==> config.mk <==
export PLATFORM = sky130hd
export DESIGN_NAME = shape_rasterizer_flat
export DESIGN_NICKNAME = d
export VERILOG_FILES = /design/src/rtl/raster_pkg.sv /design/src/rtl/shape_rasterizer_if.sv /design/src/rtl/raster_clip.sv /design/src/rtl/shape_rasterizer.sv /design/src/flat_wrapper.sv
export SDC_FILE = /design/constraint.sdc
export NUM_CORES = 1
export LEC_CHECK = 0
export CORE_UTILIZATION = 50
export CTS_BUF_LIST = sky130_fd_sc_hd__clkbuf_16
export DETAILED_ROUTE_END_ITERATION = 12
export GPL_TIMING_DRIVEN = 1
export PLACE_DENSITY = 0.73
export REMOVE_ABC_BUFFERS = 1
export SYNTH_ARGS = -nofsm -noshare
export SYNTH_HDL_FRONTEND = slang
export SYNTH_SLANG_ARGS = --single-unit
==> constraint.sdc <==
create_clock -name clk -period 26.2 [get_ports clk]
set_clock_uncertainty 0.2 [all_clocks]
set_input_delay 6.55 -clock clk [delete_from_list [all_inputs] [get_ports clk]]
set_output_delay 6.55 -clock clk [all_outputs]
set_load 0.02 [all_outputs]
==> src/rtl/raster_pkg.sv <==
// Shared types and constants for the shape rasterizer and its clip helper.
//   shape_e  : draw command shape selector
//   state_e  : rasterizer FSM states
//   color_t  : color index type
//   clamp_coord() : clamp a signed coordinate into [0, hi]
package raster_pkg;

  localparam int SCREEN_W = 640;
  localparam int SCREEN_H = 480;
  localparam int COORD_W  = 10;
  localparam int COLOR_W  = 4;

  typedef enum logic {
    SHAPE_RECT   = 1'b0,
    SHAPE_CIRCLE = 1'b1
  } shape_e;

  typedef enum logic [1:0] {
    IDLE,
    SETUP,
    SCAN,
    DONE
  } state_e;

  typedef logic [COLOR_W-1:0] color_t;

  function automatic logic [COORD_W-1:0] clamp_coord(input logic signed [11:0] v,
                                                     input logic [COORD_W-1:0] hi);
    if (v < 12'sd0)
      return '0;
    else if (v > $signed({2'b00, hi}))
      return hi;
    else
      return v[COORD_W-1:0];
  endfunction

endpackage

==> src/rtl/shape_rasterizer_if.sv <==
// Command + pixel-write bus of the shape rasterizer.
//   cmd_*    : draw command (valid/ready handshake)
//   wr_*     : pixel write port toward the frame buffer, wr_stall from it
// master : command source / write sink (testbench or upstream logic)
// slave  : the rasterizer
interface shape_rasterizer_if #(
  parameter int COLOR_W = 4,
  parameter int ADDR_W  = 19
);
  import raster_pkg::*;

  logic               cmd_valid;
  logic               cmd_ready;
  shape_e             cmd_shape;
  logic [9:0]         cmd_x0;
  logic [9:0]         cmd_y0;
  logic [9:0]         cmd_x1;
  logic [9:0]         cmd_y1;
  logic [8:0]         cmd_r;
  logic [COLOR_W-1:0] cmd_color;

  logic               wr_en;
  logic [ADDR_W-1:0]  wr_addr;
  logic [COLOR_W-1:0] wr_data;
  logic               wr_stall;

  modport master (
    output cmd_valid, cmd_shape, cmd_x0, cmd_y0, cmd_x1, cmd_y1, cmd_r, cmd_color,
    output wr_stall,
    input  cmd_ready, wr_en, wr_addr, wr_data
  );

  modport slave (
    input  cmd_valid, cmd_shape, cmd_x0, cmd_y0, cmd_x1, cmd_y1, cmd_r, cmd_color,
    input  wr_stall,
    output cmd_ready, wr_en, wr_addr, wr_data
  );

endinterface

==> src/rtl/raster_clip.sv <==
// Combinational bounding-box computation and screen clipping.
//   i_shape            : rectangle or filled circle
//   i_x0/i_y0          : rect top-left (inclusive) / circle center
//   i_x1/i_y1          : rect bottom-right (exclusive), unused for circle
//   i_r                : circle radius, unused for rect
//   o_xmin..o_ymax     : clipped inclusive box, valid when !o_empty
//   o_empty            : nothing of the shape lies on screen
module raster_clip
  import raster_pkg::*;
#(
  parameter int WIDTH  = SCREEN_W,
  parameter int HEIGHT = SCREEN_H
) (
  input  shape_e             i_shape,
  input  logic [COORD_W-1:0] i_x0,
  input  logic [COORD_W-1:0] i_y0,
  input  logic [COORD_W-1:0] i_x1,
  input  logic [COORD_W-1:0] i_y1,
  input  logic [8:0]         i_r,
  output logic [COORD_W-1:0] o_xmin,
  output logic [COORD_W-1:0] o_xmax,
  output logic [COORD_W-1:0] o_ymin,
  output logic [COORD_W-1:0] o_ymax,
  output logic               o_empty
);

  localparam logic [COORD_W-1:0] X_LAST = COORD_W'(WIDTH - 1);
  localparam logic [COORD_W-1:0] Y_LAST = COORD_W'(HEIGHT - 1);

  // 12-bit signed keeps cx+r (up to 1534) and cx-r (down to -511) exact.
  logic signed [11:0] w_xlo, w_xhi, w_ylo, w_yhi;

  always_comb begin
    w_xlo = $signed({2'b00, i_x0});
    w_ylo = $signed({2'b00, i_y0});
    w_xhi = $signed({2'b00, i_x1}) - 12'sd1;
    w_yhi = $signed({2'b00, i_y1}) - 12'sd1;
    if (i_shape == SHAPE_CIRCLE) begin
      w_xlo = $signed({2'b00, i_x0}) - $signed({3'b000, i_r});
      w_xhi = $signed({2'b00, i_x0}) + $signed({3'b000, i_r});
      w_ylo = $signed({2'b00, i_y0}) - $signed({3'b000, i_r});
      w_yhi = $signed({2'b00, i_y0}) + $signed({3'b000, i_r});
    end
  end

  assign o_empty = (w_xhi < w_xlo) || (w_yhi < w_ylo) ||
                   (w_xhi < 12'sd0) || (w_yhi < 12'sd0) ||
                   (w_xlo > $signed({2'b00, X_LAST})) ||
                   (w_ylo > $signed({2'b00, Y_LAST}));

  assign o_xmin = clamp_coord(w_xlo, X_LAST);
  assign o_xmax = clamp_coord(w_xhi, X_LAST);
  assign o_ymin = clamp_coord(w_ylo, Y_LAST);
  assign o_ymax = clamp_coord(w_yhi, Y_LAST);

endmodule

==> src/rtl/shape_rasterizer.sv <==
// Draw-command front end: turns one rectangle / filled-circle command into
// one pixel write per cycle (addr = y*WIDTH+x), clipped to the screen.
//   clk, rst : clock, async active-high reset
//   bus      : slave side of shape_rasterizer_if (command in, pixel writes out)
//   o_busy   : command in progress
//   o_done   : one-cycle pulse when a command completes
module shape_rasterizer
  import raster_pkg::*;
#(
  parameter int WIDTH   = SCREEN_W,
  parameter int HEIGHT  = SCREEN_H,
  parameter int COLOR_W = 4,
  parameter int ADDR_W  = 19
) (
  input  logic                clk,
  input  logic                rst,
  shape_rasterizer_if.slave   bus,
  output logic                o_busy,
  output logic                o_done
);

  state_e             r_state;
  shape_e             r_shape;
  logic [9:0]         r_x0, r_y0, r_x1, r_y1;
  logic [8:0]         r_r;
  logic [COLOR_W-1:0] r_color;
  logic [9:0]         r_x, r_y;
  logic [ADDR_W-1:0]  r_row_base;
  logic [20:0]        r_r2;
  logic               r_fin;   // last box pixel already issued (or box empty)
  logic               r_cmd_ready;
  logic               r_busy;
  logic               r_done;
  logic               r_wr_en;
  logic [ADDR_W-1:0]  r_wr_addr;
  logic [COLOR_W-1:0] r_wr_data;

  logic [9:0]         w_xmin, w_xmax, w_ymin, w_ymax;
  logic               w_empty;
  logic signed [20:0] w_dx, w_dy;
  logic [20:0]        w_dx2, w_dy2, w_dist;
  logic               w_hit;

  raster_clip #(.WIDTH(WIDTH), .HEIGHT(HEIGHT)) u_clip (
    .i_shape (r_shape),
    .i_x0    (r_x0),
    .i_y0    (r_y0),
    .i_x1    (r_x1),
    .i_y1    (r_y1),
    .i_r     (r_r),
    .o_xmin  (w_xmin),
    .o_xmax  (w_xmax),
    .o_ymin  (w_ymin),
    .o_ymax  (w_ymax),
    .o_empty (w_empty)
  );

  // Inside the box |dx|,|dy| <= r <= 511, so the sum stays below 2^20.
  assign w_dx   = $signed({11'b0, r_x}) - $signed({11'b0, r_x0});
  assign w_dy   = $signed({11'b0, r_y}) - $signed({11'b0, r_y0});
  assign w_dx2  = w_dx * w_dx;
  assign w_dy2  = w_dy * w_dy;
  assign w_dist = w_dx2 + w_dy2;
  assign w_hit  = (r_shape == SHAPE_RECT) || (w_dist <= r_r2);

  always_ff @(posedge clk or posedge rst) begin
    if (rst) begin
      r_state     <= IDLE;
      r_shape     <= SHAPE_RECT;
      r_x0        <= '0;
      r_y0        <= '0;
      r_x1        <= '0;
      r_y1        <= '0;
      r_r         <= '0;
      r_color     <= '0;
      r_x         <= '0;
      r_y         <= '0;
      r_row_base  <= '0;
      r_r2        <= '0;
      r_fin       <= 1'b0;
      r_cmd_ready <= 1'b1;
      r_busy      <= 1'b0;
      r_done      <= 1'b0;
      r_wr_en     <= 1'b0;
      r_wr_addr   <= '0;
      r_wr_data   <= '0;
    end else begin
      case (r_state)
        IDLE: begin
          if (bus.cmd_valid && r_cmd_ready) begin
            r_shape     <= bus.cmd_shape;
            r_x0        <= bus.cmd_x0;
            r_y0        <= bus.cmd_y0;
            r_x1        <= bus.cmd_x1;
            r_y1        <= bus.cmd_y1;
            r_r         <= bus.cmd_r;
            r_color     <= bus.cmd_color;
            r_cmd_ready <= 1'b0;
            r_busy      <= 1'b1;
            r_state     <= SETUP;
          end
        end
        SETUP: begin
          // An empty box passes through SCAN once so done lands on the same
          // cadence as a finished scan, without ever raising wr_en.
          r_fin      <= w_empty;
          r_x        <= w_xmin;
          r_y        <= w_ymin;
          r_row_base <= ADDR_W'(w_ymin) * ADDR_W'(WIDTH);
          r_r2       <= {12'b0, r_r} * {12'b0, r_r};
          r_state    <= SCAN;
        end
        SCAN: begin
          if (!(r_wr_en && bus.wr_stall)) begin
            if (r_fin) begin
              r_wr_en <= 1'b0;
              r_done  <= 1'b1;
              r_busy  <= 1'b0;
              r_state <= DONE;
            end else begin
              r_wr_en   <= w_hit;
              r_wr_addr <= r_row_base + ADDR_W'(r_x);
              r_wr_data <= r_color;
              if (r_x == w_xmax) begin
                r_x        <= w_xmin;
                r_row_base <= r_row_base + ADDR_W'(WIDTH);
                if (r_y == w_ymax)
                  r_fin <= 1'b1;
                else
                  r_y <= r_y + 10'd1;
              end else begin
                r_x <= r_x + 10'd1;
              end
            end
          end
        end
        DONE: begin
          r_done      <= 1'b0;
          r_cmd_ready <= 1'b1;
          r_state     <= IDLE;
        end
        default: r_state <= IDLE;
      endcase
    end
  end

  assign bus.cmd_ready = r_cmd_ready;
  assign bus.wr_en     = r_wr_en;
  assign bus.wr_addr   = r_wr_addr;
  assign bus.wr_data   = r_wr_data;
  assign o_busy        = r_busy;
  assign o_done        = r_done;

endmodule
==> src/flat_wrapper.sv <==
// flat-port wrapper written by rule: the top's interface ports become plain ports
module shape_rasterizer_flat import raster_pkg::*;
#(
  parameter int WIDTH   = SCREEN_W,
  parameter int HEIGHT  = SCREEN_H,
  parameter int COLOR_W = 4,
  parameter int ADDR_W  = 19
)
  (clk, rst, o_busy, o_done, bus_cmd_valid, bus_cmd_shape, bus_cmd_x0, bus_cmd_y0, bus_cmd_x1, bus_cmd_y1, bus_cmd_r, bus_cmd_color, bus_wr_stall, bus_cmd_ready, bus_wr_en, bus_wr_addr, bus_wr_data);
  shape_rasterizer_if #(.COLOR_W(COLOR_W), .ADDR_W(ADDR_W)) bus_i ();
  input  logic clk;
  input  logic rst;
  output logic o_busy;
  output logic o_done;
  input wire logic [$bits(bus_i.cmd_valid)-1:0] bus_cmd_valid;
  input wire logic [$bits(bus_i.cmd_shape)-1:0] bus_cmd_shape;
  input wire logic [$bits(bus_i.cmd_x0)-1:0] bus_cmd_x0;
  input wire logic [$bits(bus_i.cmd_y0)-1:0] bus_cmd_y0;
  input wire logic [$bits(bus_i.cmd_x1)-1:0] bus_cmd_x1;
  input wire logic [$bits(bus_i.cmd_y1)-1:0] bus_cmd_y1;
  input wire logic [$bits(bus_i.cmd_r)-1:0] bus_cmd_r;
  input wire logic [$bits(bus_i.cmd_color)-1:0] bus_cmd_color;
  input wire logic [$bits(bus_i.wr_stall)-1:0] bus_wr_stall;
  output wire logic [$bits(bus_i.cmd_ready)-1:0] bus_cmd_ready;
  output wire logic [$bits(bus_i.wr_en)-1:0] bus_wr_en;
  output wire logic [$bits(bus_i.wr_addr)-1:0] bus_wr_addr;
  output wire logic [$bits(bus_i.wr_data)-1:0] bus_wr_data;
  assign bus_i.cmd_valid = bus_cmd_valid;
  assign bus_i.cmd_shape = bus_cmd_shape;
  assign bus_i.cmd_x0 = bus_cmd_x0;
  assign bus_i.cmd_y0 = bus_cmd_y0;
  assign bus_i.cmd_x1 = bus_cmd_x1;
  assign bus_i.cmd_y1 = bus_cmd_y1;
  assign bus_i.cmd_r = bus_cmd_r;
  assign bus_i.cmd_color = bus_cmd_color;
  assign bus_i.wr_stall = bus_wr_stall;
  assign bus_cmd_ready = bus_i.cmd_ready;
  assign bus_wr_en = bus_i.wr_en;
  assign bus_wr_addr = bus_i.wr_addr;
  assign bus_wr_data = bus_i.wr_data;
  shape_rasterizer #(.WIDTH(WIDTH), .HEIGHT(HEIGHT), .COLOR_W(COLOR_W), .ADDR_W(ADDR_W)) u_core (.clk(clk), .rst(rst), .bus(bus_i), .o_busy(o_busy), .o_done(o_done));
endmodule
==> results.cfg <==
[worst_setup_path]
r2r.worst_path.cells = 41
cp-start-kind = flop
cp_slowest_cell = fa_1
rrSetupSlack_ns = 15.26
slowest_delay_ns = 0.65
criticalPathCategory = flop to flop
critPathRequiredTime_ns = 26.35
crit_top_cell = fa_1
arrival_ns = 11.10
setup.worst_path.end_class = flop
reg2reg_from = u_core.r_y[0]
reg2reg_to = u_core.bus.wr_en
crit_path_max_fanout = 12

[final_layout]
fin_cells = 3024
post-route-util = 0.555
diodes = 0
layout_commonest_cell = inv_1
layout.nets = 3024
area_growth_pct = 9.20
fill_cells = 3813
layout_common_cells = inv_1 (452), fa_1 (266), ha_1 (228), nor2_1 (200), nand2_1 (154)
drive_gt1_frac = 0.0664

[clock_tree]
cts_tree = built
clk_latency_ns = 0.45
path_clk_slew_ns = 0.07
htreeDepth = 4
cts_made_buffers = 17
cts_resized = 0
cts_sinks = 133
root_buffer = clkbuf_16
cts.path.max_buffers = 2
cts-hold-fix-buffers = 0
cts_setup_buffers = 0

[floorplanning]
core_sq_um = 42100
dieArea_sq_um = 43700
rows = 75
initial_core_util = 0.508
fp.dieH_um = 209
pin_count = 85
die_width_um = 209

[timing]
hold_violations = 0
worstMarginPinSlew_ns = 1.04
fin_crit_ns = 10.94
hold_slack_ns = 0.289
finalSetupViolCount = 0
fin_crit_sh = 0.418
grt_setup_unrepaired = false
fmax_mhz = 91.4
tns_ns = 0
slew_viol_final = 0
slew_headroom = 0.306

[placed_design]
routabilityCongestion = 0.942
port_buffers = 84
hpwlAfterDp_um = 46800
dp.cells = 2992

[routing]
routedWlPerCell_um = 19.2
first_pass_iters = 7
ant_nets = 0
routed-via-count = 17500
drt-vias-per-instance = 5.79
drt-initial-drc-count = 1182
post-route-drc-count = 0
totalWireLength_um = 58100

[yosys]
yosys-top-cells-area = fa_1 (25%), dfrtp_1 (15%), ha_1 (13%), inv_1 (7.9%), mux2_2 (3.7%)
synth_seq_cells = 133
yosysSeqAreaShare = 0.156
ys.flop_type = dfrtp_1
synth_area_per_cell_sq_um = 8.84
synth_area_sq_um = 21400
synth_cell_types = 95
yosysTopAreaCellShare = 0.249
yosys_warnings = 0
async_reset_ff_frac = 1.00
synth_edf_count = 0
synthCells = 2422
synth_area_leader_cell = fa_1

[global_routing]
grt_pass1_vias = 18300
grt-ovfl-total = 0
grt_pass1_wl_um = 95300
grt_max_degree = 78
grt_usage = 0.278
antenna_found_initial = 0

[hold_path]
hold_depth = 2
hp-class = flop to flop
hold_path_startpoint = u_core.bus.wr_addr[10]
min_to = u_core.bus.wr_addr[10]

[run_status]
status = finished clean

[flow_run]
maxCapViolCount = 0
-- cell type report --
type,instances,area [sq um],share of cell area
Clock inverter,15,156,0.00669
Timing Repair Buffer,103,983,0.0421
Clock buffer,17,425,0.0182
Sequential cell,133,3330,0.142
Inverter,465,1750,0.0749
Multi-Input combinational cell,1752,16100,0.687
Tap cell,539,674,0.0288
-- through the flow --
| step | area, sq um | setup WS (ns) |
|---|---|---|
| detailed placement | 22800 | 15.39 |
| floorplan | 21100 | 15.90 |
| CTS | 23400 | 15.37 |
| global route | 23400 | 14.46 |
| finish | 23400 | 15.26 |
| global placement | 22800 | 15.75 |
-- worst max-delay path, delay by kind of cell, from the launching register on --
kind	cells	cell delay (ns)
fa+ha+maj	11	4.99
compound gates	14	2.60
simple gates	8	1.50
buf+inv	7	0.92
flops	1	0.46
xor+xnor	1	0.15
-- sequential cells by signal (all words and copies together), names as in the netlist, 2 cells and up --
name                cells
u_core.r_x1            10
u_core.r_y1            10
u_core.r_row_base      12
u_core.bus.wr_data      4
u_core.bus.wr_addr     19
u_core.r_r              9
u_core.r_x0            10
u_core.r_y0            10
u_core.r_state          2
u_core.r_color          4
u_core.r_y             10
u_core.r_r2            17
u_core.r_x             10
-- metal layers --
| layer | global-route usage | part of all wire |
|---|---|---|
| met1 | 0.351 | 0.41 |
| met2 | 0.487 | 0.50 |
| met3 | 0.0305 | 0.049 |
| met4 | 0.108 | 0.036 |
| met5 | 0 | 0 |
-- cell families (layout without fill, tap and decap cells) --
kind of cell | after synthesis | in the layout | share of synthesized area
fa+ha+maj | 494 | 494 | 0.382
other cells | 1 | 1 | 0.000175
simple gates | 643 | 643 | 0.147
xor+xnor | 93 | 93 | 0.0380
mux | 92 | 92 | 0.0475
flops | 133 | 133 | 0.156
buf+inv | 537 | 600 | 0.0950
compound gates | 429 | 429 | 0.135
-- cell usage after synthesis, drive strengths merged, types with 5 or more instances --
master	number
o221a	5
or2	14
o31ai	11
buf	12
a211oi	26
ha	228
o22ai	5
dfrtp	132
nand3	40
a21o	37
inv	455
nand4	15
o21bai	5
a21boi	15
xor2	30
nor2	204
clkbuf	60
or4	12
clkinv	10
and3	18
a211o	6
nand3b	5
o21a	14
a2111oi	5
and2	22
nor3b	10
o21ai	121
a21oi	75
or3	20
xnor2	63
mux2	73
o211ai	20
a31oi	18
a221oi	9
nor3	43
nand2b	30
a22oi	8
nand2	154
nor4	16
nor2b	30
mux2i	19
fa	266
-- worst max-delay path by stage --
stage                              from  depth (start not counted)               endpoint
after floorplan                     rst                          1  u_core.bus.wr_addr[0]
after global placement    u_core.r_y[0]                         41       u_core.bus.wr_en
after detailed placement  u_core.r_y[0]                         41       u_core.bus.wr_en
after CTS                 u_core.r_y[0]                         41       u_core.bus.wr_en
after global routing      u_core.r_y[0]                         41       u_core.bus.wr_en
final                     u_core.r_y[0]                         41       u_core.bus.wr_en
Power is left out: the tool's default activity adds up to more than one toggle a clock period on the data nets, which glitch-free logic cannot reach.
